`src/rtl/sdram_write.sv`:
```
// SDRAM burst write engine: ACTIVE, WRITE with data, BURST TERMINATE, optional
// PRECHARGE, then a one-cycle completion pulse. The upstream FIFO is
// first-word-fall-through and is popped by wr_ack. The arbiter muxes the
// command, address and data outputs onto the SDRAM pins.
module sdram_write #(
    parameter int TRCD_COUNT = 2,  // ACTIVE-to-WRITE dwell, must be >= 1
    parameter int TWR_COUNT  = 2,  // write recovery dwell, must be >= 1
    parameter int TRP_COUNT  = 2   // precharge dwell, must be >= 1
) (
    input  logic        sys_clk,
    input  logic        sys_rst,
    input  logic        init_end,
    input  logic        wr_en,
    input  logic [24:0] wr_addri,
    input  logic [7:0]  wr_blength,
    input  logic [15:0] wr_data,
    output logic        wr_ack,
    output logic        wr_end,
    output logic [3:0]  wr_cmdo,
    output logic [1:0]  wr_bao,
    output logic [11:0] wr_addro,
    output logic [15:0] wr_datao,
    output logic        wr_sdram_en
);

    // SDRAM commands as {CS#, RAS#, CAS#, WE#}
    localparam logic [3:0] CMD_NOP       = 4'b0111;
    localparam logic [3:0] CMD_ACTIVE    = 4'b0011;
    localparam logic [3:0] CMD_WRITE     = 4'b0100;
    localparam logic [3:0] CMD_BURST_TER = 4'b0110;
    localparam logic [3:0] CMD_PRECHARGE = 4'b0010;

    localparam logic [3:0] S_IDLE       = 4'd0;
    localparam logic [3:0] S_ACTIVE     = 4'd1;
    localparam logic [3:0] S_WAIT_TRCD  = 4'd2;
    localparam logic [3:0] S_WRITE      = 4'd3;
    localparam logic [3:0] S_WRITE_DATA = 4'd4;
    localparam logic [3:0] S_BURST_TERM = 4'd5;
    localparam logic [3:0] S_WAIT_TWR   = 4'd6;
    localparam logic [3:0] S_PRECHARGE  = 4'd7;
    localparam logic [3:0] S_WAIT_TRP   = 4'd8;
    localparam logic [3:0] S_END        = 4'd9;

    // Last counter value of each timed dwell
    localparam logic [7:0] TRCD_LAST = 8'(TRCD_COUNT - 1);
    localparam logic [7:0] TWR_LAST  = 8'(TWR_COUNT - 1);
    localparam logic [7:0] TRP_LAST  = 8'(TRP_COUNT - 1);

    logic [3:0]  state;
    logic [3:0]  next_state;
    logic [7:0]  cnt;

    // Request fields captured at accept; the inputs are not looked at again
    logic [1:0]  bank_q;
    logic [11:0] row_q;
    logic        auto_pre_q;
    logic [7:0]  col_q;
    logic [7:0]  blen_q;
    logic [7:0]  burst_len;

    // A zero-length request still writes one word
    assign burst_len = (blen_q == 8'd0) ? 8'd1 : blen_q;

    // Next-state decode; every dwell ends on its counter's last value
    always_comb begin
        // NOTE: default assignment first so no path through the case leaves next_state unassigned (no latch).
        next_state = state;
        case (state)
            S_IDLE:       if (wr_en && init_end) next_state = S_ACTIVE;
            S_ACTIVE:     next_state = S_WAIT_TRCD;
            S_WAIT_TRCD:  if (cnt == TRCD_LAST) next_state = S_WRITE;
            S_WRITE:      next_state = (burst_len <= 8'd1) ? S_BURST_TERM : S_WRITE_DATA;
            S_WRITE_DATA: if (cnt == burst_len - 8'd2) next_state = S_BURST_TERM;
            S_BURST_TERM: next_state = S_WAIT_TWR;
            S_WAIT_TWR:   if (cnt == TWR_LAST) next_state = auto_pre_q ? S_WAIT_TRP : S_PRECHARGE;
            S_PRECHARGE:  next_state = S_WAIT_TRP;
            S_WAIT_TRP:   if (cnt == TRP_LAST) next_state = S_END;
            S_END:        next_state = S_IDLE;
            default:      next_state = S_IDLE;
        endcase
    end

    // State register, per-state cycle counter and request capture
    always_ff @(posedge sys_clk or posedge sys_rst) begin
        if (sys_rst) begin
            // NOTE: non-blocking assignments for all clocked state, so every register sees pre-edge values.
            state      <= S_IDLE;
            cnt        <= 8'd0;
            bank_q     <= 2'd0;
            row_q      <= 12'd0;
            auto_pre_q <= 1'b0;
            col_q      <= 8'd0;
            blen_q     <= 8'd0;
        end else begin
            state <= next_state;
            cnt   <= (next_state != state) ? 8'd0 : cnt + 8'd1;
            if (state == S_IDLE && wr_en && init_end) begin
                bank_q     <= wr_addri[24:23];
                row_q      <= wr_addri[22:11];
                auto_pre_q <= wr_addri[10];
                col_q      <= wr_addri[7:0];
                blen_q     <= wr_blength;
            end
        end
    end

    assign wr_ack = (state == S_WRITE) || (state == S_WRITE_DATA);
    assign wr_end = (state == S_END);

    // Command/address pins, registered from the current state
    always_ff @(posedge sys_clk or posedge sys_rst) begin
        if (sys_rst) begin
            wr_cmdo  <= CMD_NOP;
            wr_bao   <= 2'b11;
            wr_addro <= 12'hFFF;
        end else begin
            case (state)
                S_ACTIVE: begin
                    wr_cmdo  <= CMD_ACTIVE;
                    wr_bao   <= bank_q;
                    wr_addro <= row_q;
                end
                S_WRITE: begin
                    wr_cmdo  <= CMD_WRITE;
                    wr_bao   <= bank_q;
                    wr_addro <= {1'b0, auto_pre_q, 2'b00, col_q};
                end
                S_BURST_TERM: begin
                    wr_cmdo  <= CMD_BURST_TER;
                    wr_bao   <= 2'b11;
                    wr_addro <= 12'hFFF;
                end
                S_PRECHARGE: begin
                    // A10 low: precharge only the selected bank
                    wr_cmdo  <= CMD_PRECHARGE;
                    wr_bao   <= bank_q;
                    wr_addro <= 12'h000;
                end
                default: begin
                    wr_cmdo  <= CMD_NOP;
                    wr_bao   <= 2'b11;
                    wr_addro <= 12'hFFF;
                end
            endcase
        end
    end

    // DQ data and output enable, one cycle behind the FIFO pop so word 0 lines up with WRITE
    always_ff @(posedge sys_clk or posedge sys_rst) begin
        if (sys_rst) begin
            wr_datao    <= 16'd0;
            wr_sdram_en <= 1'b0;
        end else begin
            wr_sdram_en <= wr_ack;
            if (wr_ack) wr_datao <= wr_data;
        end
    end

endmodule
```
`config.mk`:
```
export PLATFORM = sky130hd
export DESIGN_NAME = sdram_write
export DESIGN_NICKNAME = d
export VERILOG_FILES = /design/src/rtl/sdram_write.sv
export SDC_FILE = /design/constraint.sdc
export NUM_CORES = 1
export LEC_CHECK = 0
export CORE_UTILIZATION = 48
export DETAILED_ROUTE_END_ITERATION = 10
export GPL_TIMING_DRIVEN = 0
export PLACE_DENSITY = 0.79
export SYNTH_ARGS = -nofsm -noshare
export SYNTH_HDL_FRONTEND = slang
export SYNTH_SLANG_ARGS = --single-unit
```
`constraint.sdc`:
```
create_clock -name sys_clk -period 2.63 [get_ports sys_clk]
set_input_delay 0.3945 -clock sys_clk [delete_from_list [all_inputs] [get_ports sys_clk]]
set_output_delay 0.3945 -clock sys_clk [all_outputs]
set_load 0.01 [all_outputs]
```
==> results of run 1 <==
## metrics by stage
stage	setup slack (ns)	cells	area (µm²)	power (mW)	utilization [%]
2_1_floorplan	0.297	272	3390	3.42	-
3_3_place_gp	-0.912	454	4380	4.19	64.4
3_5_place_dp	0.155	455	4410	4.28	64.8
4_1_cts	0.0651	471	4640	5.29	68.3
5_1_grt	0.0252	472	4650	5.62	68.4
6_report	0.123	472	4650	5.27	68.4
## state kept, by name, summed over array words and instances, names as in the netlist
name and cells:
bank_q 2, wr_bao 2, wr_datao 16, blen_q 8, state 4, wr_cmdo 3
wr_sdram_en 1, wr_addro 12, cnt 8, row_q 12, col_q 8, auto_pre_q 1
## cell type report
cell class,instances,area (µm²)
fillers,518,2140
flip-flops and latches,77,1950
multi-input cells,175,1370
repair buffers,89,903
clock buffers,9,124
well taps,96,120
clock inverters,7,97.6
plain buffers,12,61.3
inverters,7,28.8
## kinds of logic (layout without fill, tap and decap cells)
kind of cell | after synthesis | in the layout | share of synthesized area (%)
flip-flops | 77 | 77 | 57.4
XOR/XNOR | 19 | 19 | 4.90
adder cells (fa/ha/maj) | 3 | 3 | 1.11
buffers and inverters | 20 | 124 | 2.58
AND/OR/NAND/NOR | 80 | 80 | 12.9
other | 1 | 1 | 0.110
AO/OA/AOI/OAI | 25 | 25 | 5.38
multiplexers | 47 | 47 | 15.6
## layer usage
metal	GRT usage [%]	wire length [µm]	up-vias
met3	2.79	260	10
met1	27.2	3070	1214
li1	-	-	1147
met5	0	0	-
met2	34.6	3690	61
met4	8.79	100	0
## synthesized netlist by cell type (4+ instances only)
library cell	count
a21oi_1	4
buf_2	4
clkbuf_1	7
dfrtp_1	60
dfstp_2	17
inv_1	7
mux2_2	46
nand2_1	24
nor2_1	9
nor2b_1	11
nor3_1	9
nor4b_1	4
o21ai_0	4
o22ai_1	9
xnor2_1	11
xor2_1	8
## placed cells by master, fill, tap and decap left out, types with 3 or more instances in the layout
master,netlist,routed
clkbuf_1,7,6
clkbuf_8,0,9
nand4_1,3,3
nor2b_1,11,11
nor2_1,9,9
dfstp_2,17,17
dfrtp_1,60,60
xnor2_1,11,11
nand3_1,3,3
xor2_1,8,8
nand2_1,24,24
and3_1,3,3
mux2_2,46,46
clkdlybuf4s50_1,0,86
a21oi_1,4,4
nor3_1,9,9
or3_1,3,3
inv_1,7,6
nor4b_1,4,4
o22ai_1,9,9
buf_2,4,4
ha_1,3,3
buf_4,2,3
o21ai_0,4,4
## worst min-delay path by stage
stage / slack [ns] / end / startpoint
after floorplan: 0.43 / wr_bao[0] / bank_q[0]
after global placement: 0.45 / wr_bao[0] / bank_q[0]
after detailed placement: 0.46 / wr_bao[0] / bank_q[0]
after CTS: 0.31 / wr_datao[3] / sys_rst
after global routing: 0.33 / wr_datao[3] / sys_rst
final: 0.32 / wr_datao[3] / sys_rst
## what timing repair did
action                     CTS  global route
resized for setup            1             1
pin swaps                    1             0
buffers inserted             1             1
setup endpoints to repair    2             1
## where the power goes
part | total (mW) | leakage, nW | internal [mW] | switching, mW
combinational | 2.22 | 0.902 | 1.25 | 0.970
sequential | 2.07 | 0.908 | 1.74 | 0.322
clock | 0.988 | 0.106 | 0.537 | 0.451
==> impl_metrics.toml, run 1 <==
[grt]
grt_max_degree = 64
overflow = 0
antenna_found_initial = 0
grtUsageTotal_pct = 20.7
grt_pass1_vias = 2469
grt_pass1_wl_mm = 11.8

[synth]
synth_edf_count = 0
async_flop_share_pct = 100
synth.ff_latch_count = 77
synth-seq-area-share_pct = 57.4
syn_inst = 272
synthTopCellsByArea = "dfrtp_1 (44%), mux2_2 (15%), dfstp_2 (13%)"
synthesis.nets = 328
synth.distinct_cells = 42
yosysWarnings = 0
avgSynthCellArea_um2 = 12.5
synth_top_cell_area_share_pct = 44.2
syn_area_um2 = 3390
synth_top_area_cell = "dfrtp_1"
synth_top_flop_cell = "dfrtp_1"

[drt]
viasPerCell = 5.15
vias = 2432
ant_nets = 0
drc = 0
drt-total-wl_mm = 7.13
dr.pass1.iters = 4
routedWlPerCell_um = 15.1
drt_iter0_drc = 128

[setup_path]
cp-start-kind = "flop"
worstReg2RegEnd = "cnt[4]"
slowest_delay_ns = 0.54
crit_end = "wr_ack"
r2r_start = "state[1]"
cp_slowest_cell = "clkdlybuf4s50_1"
crit_type = "flop to output pin"
critical_path.max_fanout = 11
critPathTopFamily = "buffers and inverters"
crit_path_end_kind = "output pin"
worstPathArrival_ns = 2.11
cp.required_ns = 2.24
reg2reg_slack_ns = 0.36
ff2ff_path_depth = 4
path_buf_inv = 2
cp_cell_sequence = "or3_1 -> a21oi_4 -> buf_6 -> clkdlybuf4s50_1"
startpoint = "state[2]"
cp_num_cells = 4

[pwr]
peakVddDrop_v = 0.000454
p_per_area_nw_per_um2 = 1130
cellLeakagePower_nw = 1.92

[clocking]
htree_levels = 3
path_clk_slew_ns = 0.08
root_buffer = "clkbuf_8"
cts_tree = "done"
cts_buffers = 9
hold_buffers = 0
cts.sinks = 77
cts_buffer_depth = 2
clock_latency_ns = 0.35

[hold_path]
hold_class = "primary input to async pin"

[floorplan]
rows = 30
ios = 90
die_y_um = 86.1
fp.dieW_um = 86.1
dieArea_um2 = 7410
coreArea_um2 = 6790
initial_utilization_pct = 50.0

[timing]
whs_ns = 0.317
fin_tns_setup_ns = 0
finalHoldViolCount = 0
setup-violations-final = 0
fmax_mhz = 399
worst_slew_pin_slew_ns = 0.858
relSlewSlack_pct = 42.4
clock_skew_ns = 0.0131
drv_slew = 0
fin_crit_sh_pct = 95.3
period_needed_ns = 2.51
grt_setup_unrepaired = "no"

[finish]
diodes = 0
syn2layout_area_growth_pct = 37.0
nets = 427
drive_gt1_share_pct = 25.5

[job]
maxCapViolations = 0

[placement]
io_buffers = 86
hpwl_mm = 5.03
gp_congestion = 0.753

[run_status]
outcome = "complete, no violations"
(Power assumes the default switching activity.)
==> run 2, diff against run 1 <==
Settings changed: CORE_MARGIN from default to 1.5, GPL_TIMING_DRIVEN 0 to default.
==> run 2 against run 1 <==
Combinational power is 3% lower; power is 4.8% lower; clock-buffer cell count is 3 higher; critical path depth stayed put; first-iteration DRC count is 0.78% lower.
==> impl_metrics.toml, run 2 (same netlist as run 1, synthesis figures left out) <==
[run_status]
outcome = "complete, no violations"

[grt]
met3_usage_pct = 4.83
gr-max-usage-layer = "met2"
grt_max_degree = 78
met1_usage_pct = 23.4
use_met2_pct = 32.6
antenna_found_initial = 0
overflow = 0
grt_pass1_wl_mm = 11.1
grt_pass1_vias = 2387
grtUsageTotal_pct = 19.2

[finish]
nets = 420
multi_input_comb_area_um2 = 1360
layout_common_cells = "clkdlybuf4s50_1 (86), dfrtp_1 (59), mux2_2 (46), nand2_1 (24), dfstp_2 (17)"
diodes = 0
largest_register = "wr_datao"
largest_reg_flops = 16
syn2layout_area_growth_pct = 34.5
drive_gt1_share_pct = 25.7
top_regs = "wr_datao: 16 flops, row_q: 12 flops, wr_addro: 12 flops"
nFillCells = 520
layout.cells.most_common = "clkdlybuf4s50_1"
final-seq-area_um2 = 1950

[clocking]
post_cts_buffers = 0
clock_latency_ns = 0.34
htree_levels = 3
cts_buffers = 9
root_buffer = "clkbuf_8"
cts_tree = "done"
cts_buffer_depth = 2
path_clk_slew_ns = 0.07
cts.sinks = 77

[drt]
viasPerCell = 5.12
dr.pass1.iters = 4
vias = 2381
drt_iter0_drc = 127
ant_nets = 0
drc = 0
routedWlPerCell_um = 14.3
drt-total-wl_mm = 6.63

[floorplan]
dieArea_um2 = 7590
initial_utilization_pct = 49.7
coreArea_um2 = 6830
ios = 90
die_y_um = 87.1
rows = 30
fp.dieW_um = 87.1

[timing]
fin_crit_sh_pct = 92.1
grt_setup_unrepaired = "no"
relSlewSlack_pct = 41.8
setup-violations-final = 0
worst_slew_pin_slew_ns = 0.871
fmax_mhz = 413
fin_tns_setup_ns = 0
drv_slew = 0
clock_skew_ns = 0.0122
period_needed_ns = 2.42
finalHoldViolCount = 0

[setup_path]
worstPathArrival_ns = 2.03
crit_type = "flop to output pin"
cp-start-kind = "flop"
crit_path_end_kind = "output pin"
critical_path.max_fanout = 13
cp.required_ns = 2.24

[placement]
io_buffers = 86
gp_congestion = 0.833
hpwl_mm = 4.70

[job]
maxCapViolations = 0

[hold_path]
hold_class = "primary input to async pin"

[pwr]
cellLeakagePower_nw = 1.89
finalPower_mw = 5.02
p_per_area_nw_per_um2 = 1100
peakVddDrop_v = 0.000551
## run 2: changes by cell type in the layout (fill, tap and decap cells not counted), moves of 2 or more
cell / change
clkinv_2: +2
buf_2: -4
clkinvlp_4: -2
bufinv_16: -2
clkbuf_1: -5
buf_4: +4
clkbuf_8: +2
## run 2: power by group
part	switching, mW	leakage (nW)	internal, mW	total [mW]
Combinational	0.922	0.883	1.23	2.16
Clock	0.399	0.0961	0.391	0.790
Sequential	0.329	0.907	1.75	2.07
## run 2: routing by layer
metal | part of all wire [%] | vias to the layer above
li1 | - | 1129
met1 | 42 | 1171
met5 | 0 | -
met3 | 5.0 | 10
met2 | 51 | 71
met4 | 1.6 | 0
## run 2: cell type report
cell class | count | area share [%]
Clock inverter | 4 | 0.521
Sequential cell | 77 | 42.7
Tap cell | 96 | 2.63
Timing Repair Buffer | 94 | 20.4
Multi-Input combinational cell | 175 | 29.8
Inverter | 7 | 0.575
Clock buffer | 12 | 3.40
## run 2: path summary, 6_finish.rpt
path / start / endpoint / slack (ns) / cells past startpoint
max: state[1] / wr_ack / 0.21 / 4
min: sys_rst / wr_datao[8] / 0.45 / 3
max reg2reg: cnt[1] / cnt[1] / 0.58 / 7
min reg2reg: bank_q[0] / wr_bao[0] / 0.47 / 1
max in group asynchronous: sys_rst / wr_addro[1] / 1.84 / 3
min in group sys_clk: bank_q[0] / wr_bao[0] / 0.47 / 1
## run 2: timing repair
item,CTS,global route
resized for setup,0,1
hold endpoints to repair,0,0
hold buffers,0,0
endpoints found under the setup margin,0,1
## run 2: critical path: stages (launching register included)
cell and delay (ns):
dfrtp_2 0.48, inv_1 0.08, or3_1 0.40, a21oi_2 0.16, clkdlybuf4s50_1 0.57
## run 2: per-stage QoR
stage | hold slack (ns) | instance area (µm²) | instances | utilization (%) | setup slack [ns]
global route | 0.494 | 4570 | 465 | 66.8 | 0.0792
CTS | 0.464 | 4570 | 465 | 66.8 | 0.0691
detailed placement | 0.455 | 4390 | 449 | 64.2 | 0.443
global placement | 0.443 | 4390 | 449 | 64.2 | 0.484
finish | 0.445 | 4570 | 465 | 66.8 | 0.208
floorplan | 0.434 | 3390 | 272 | - | 0.297
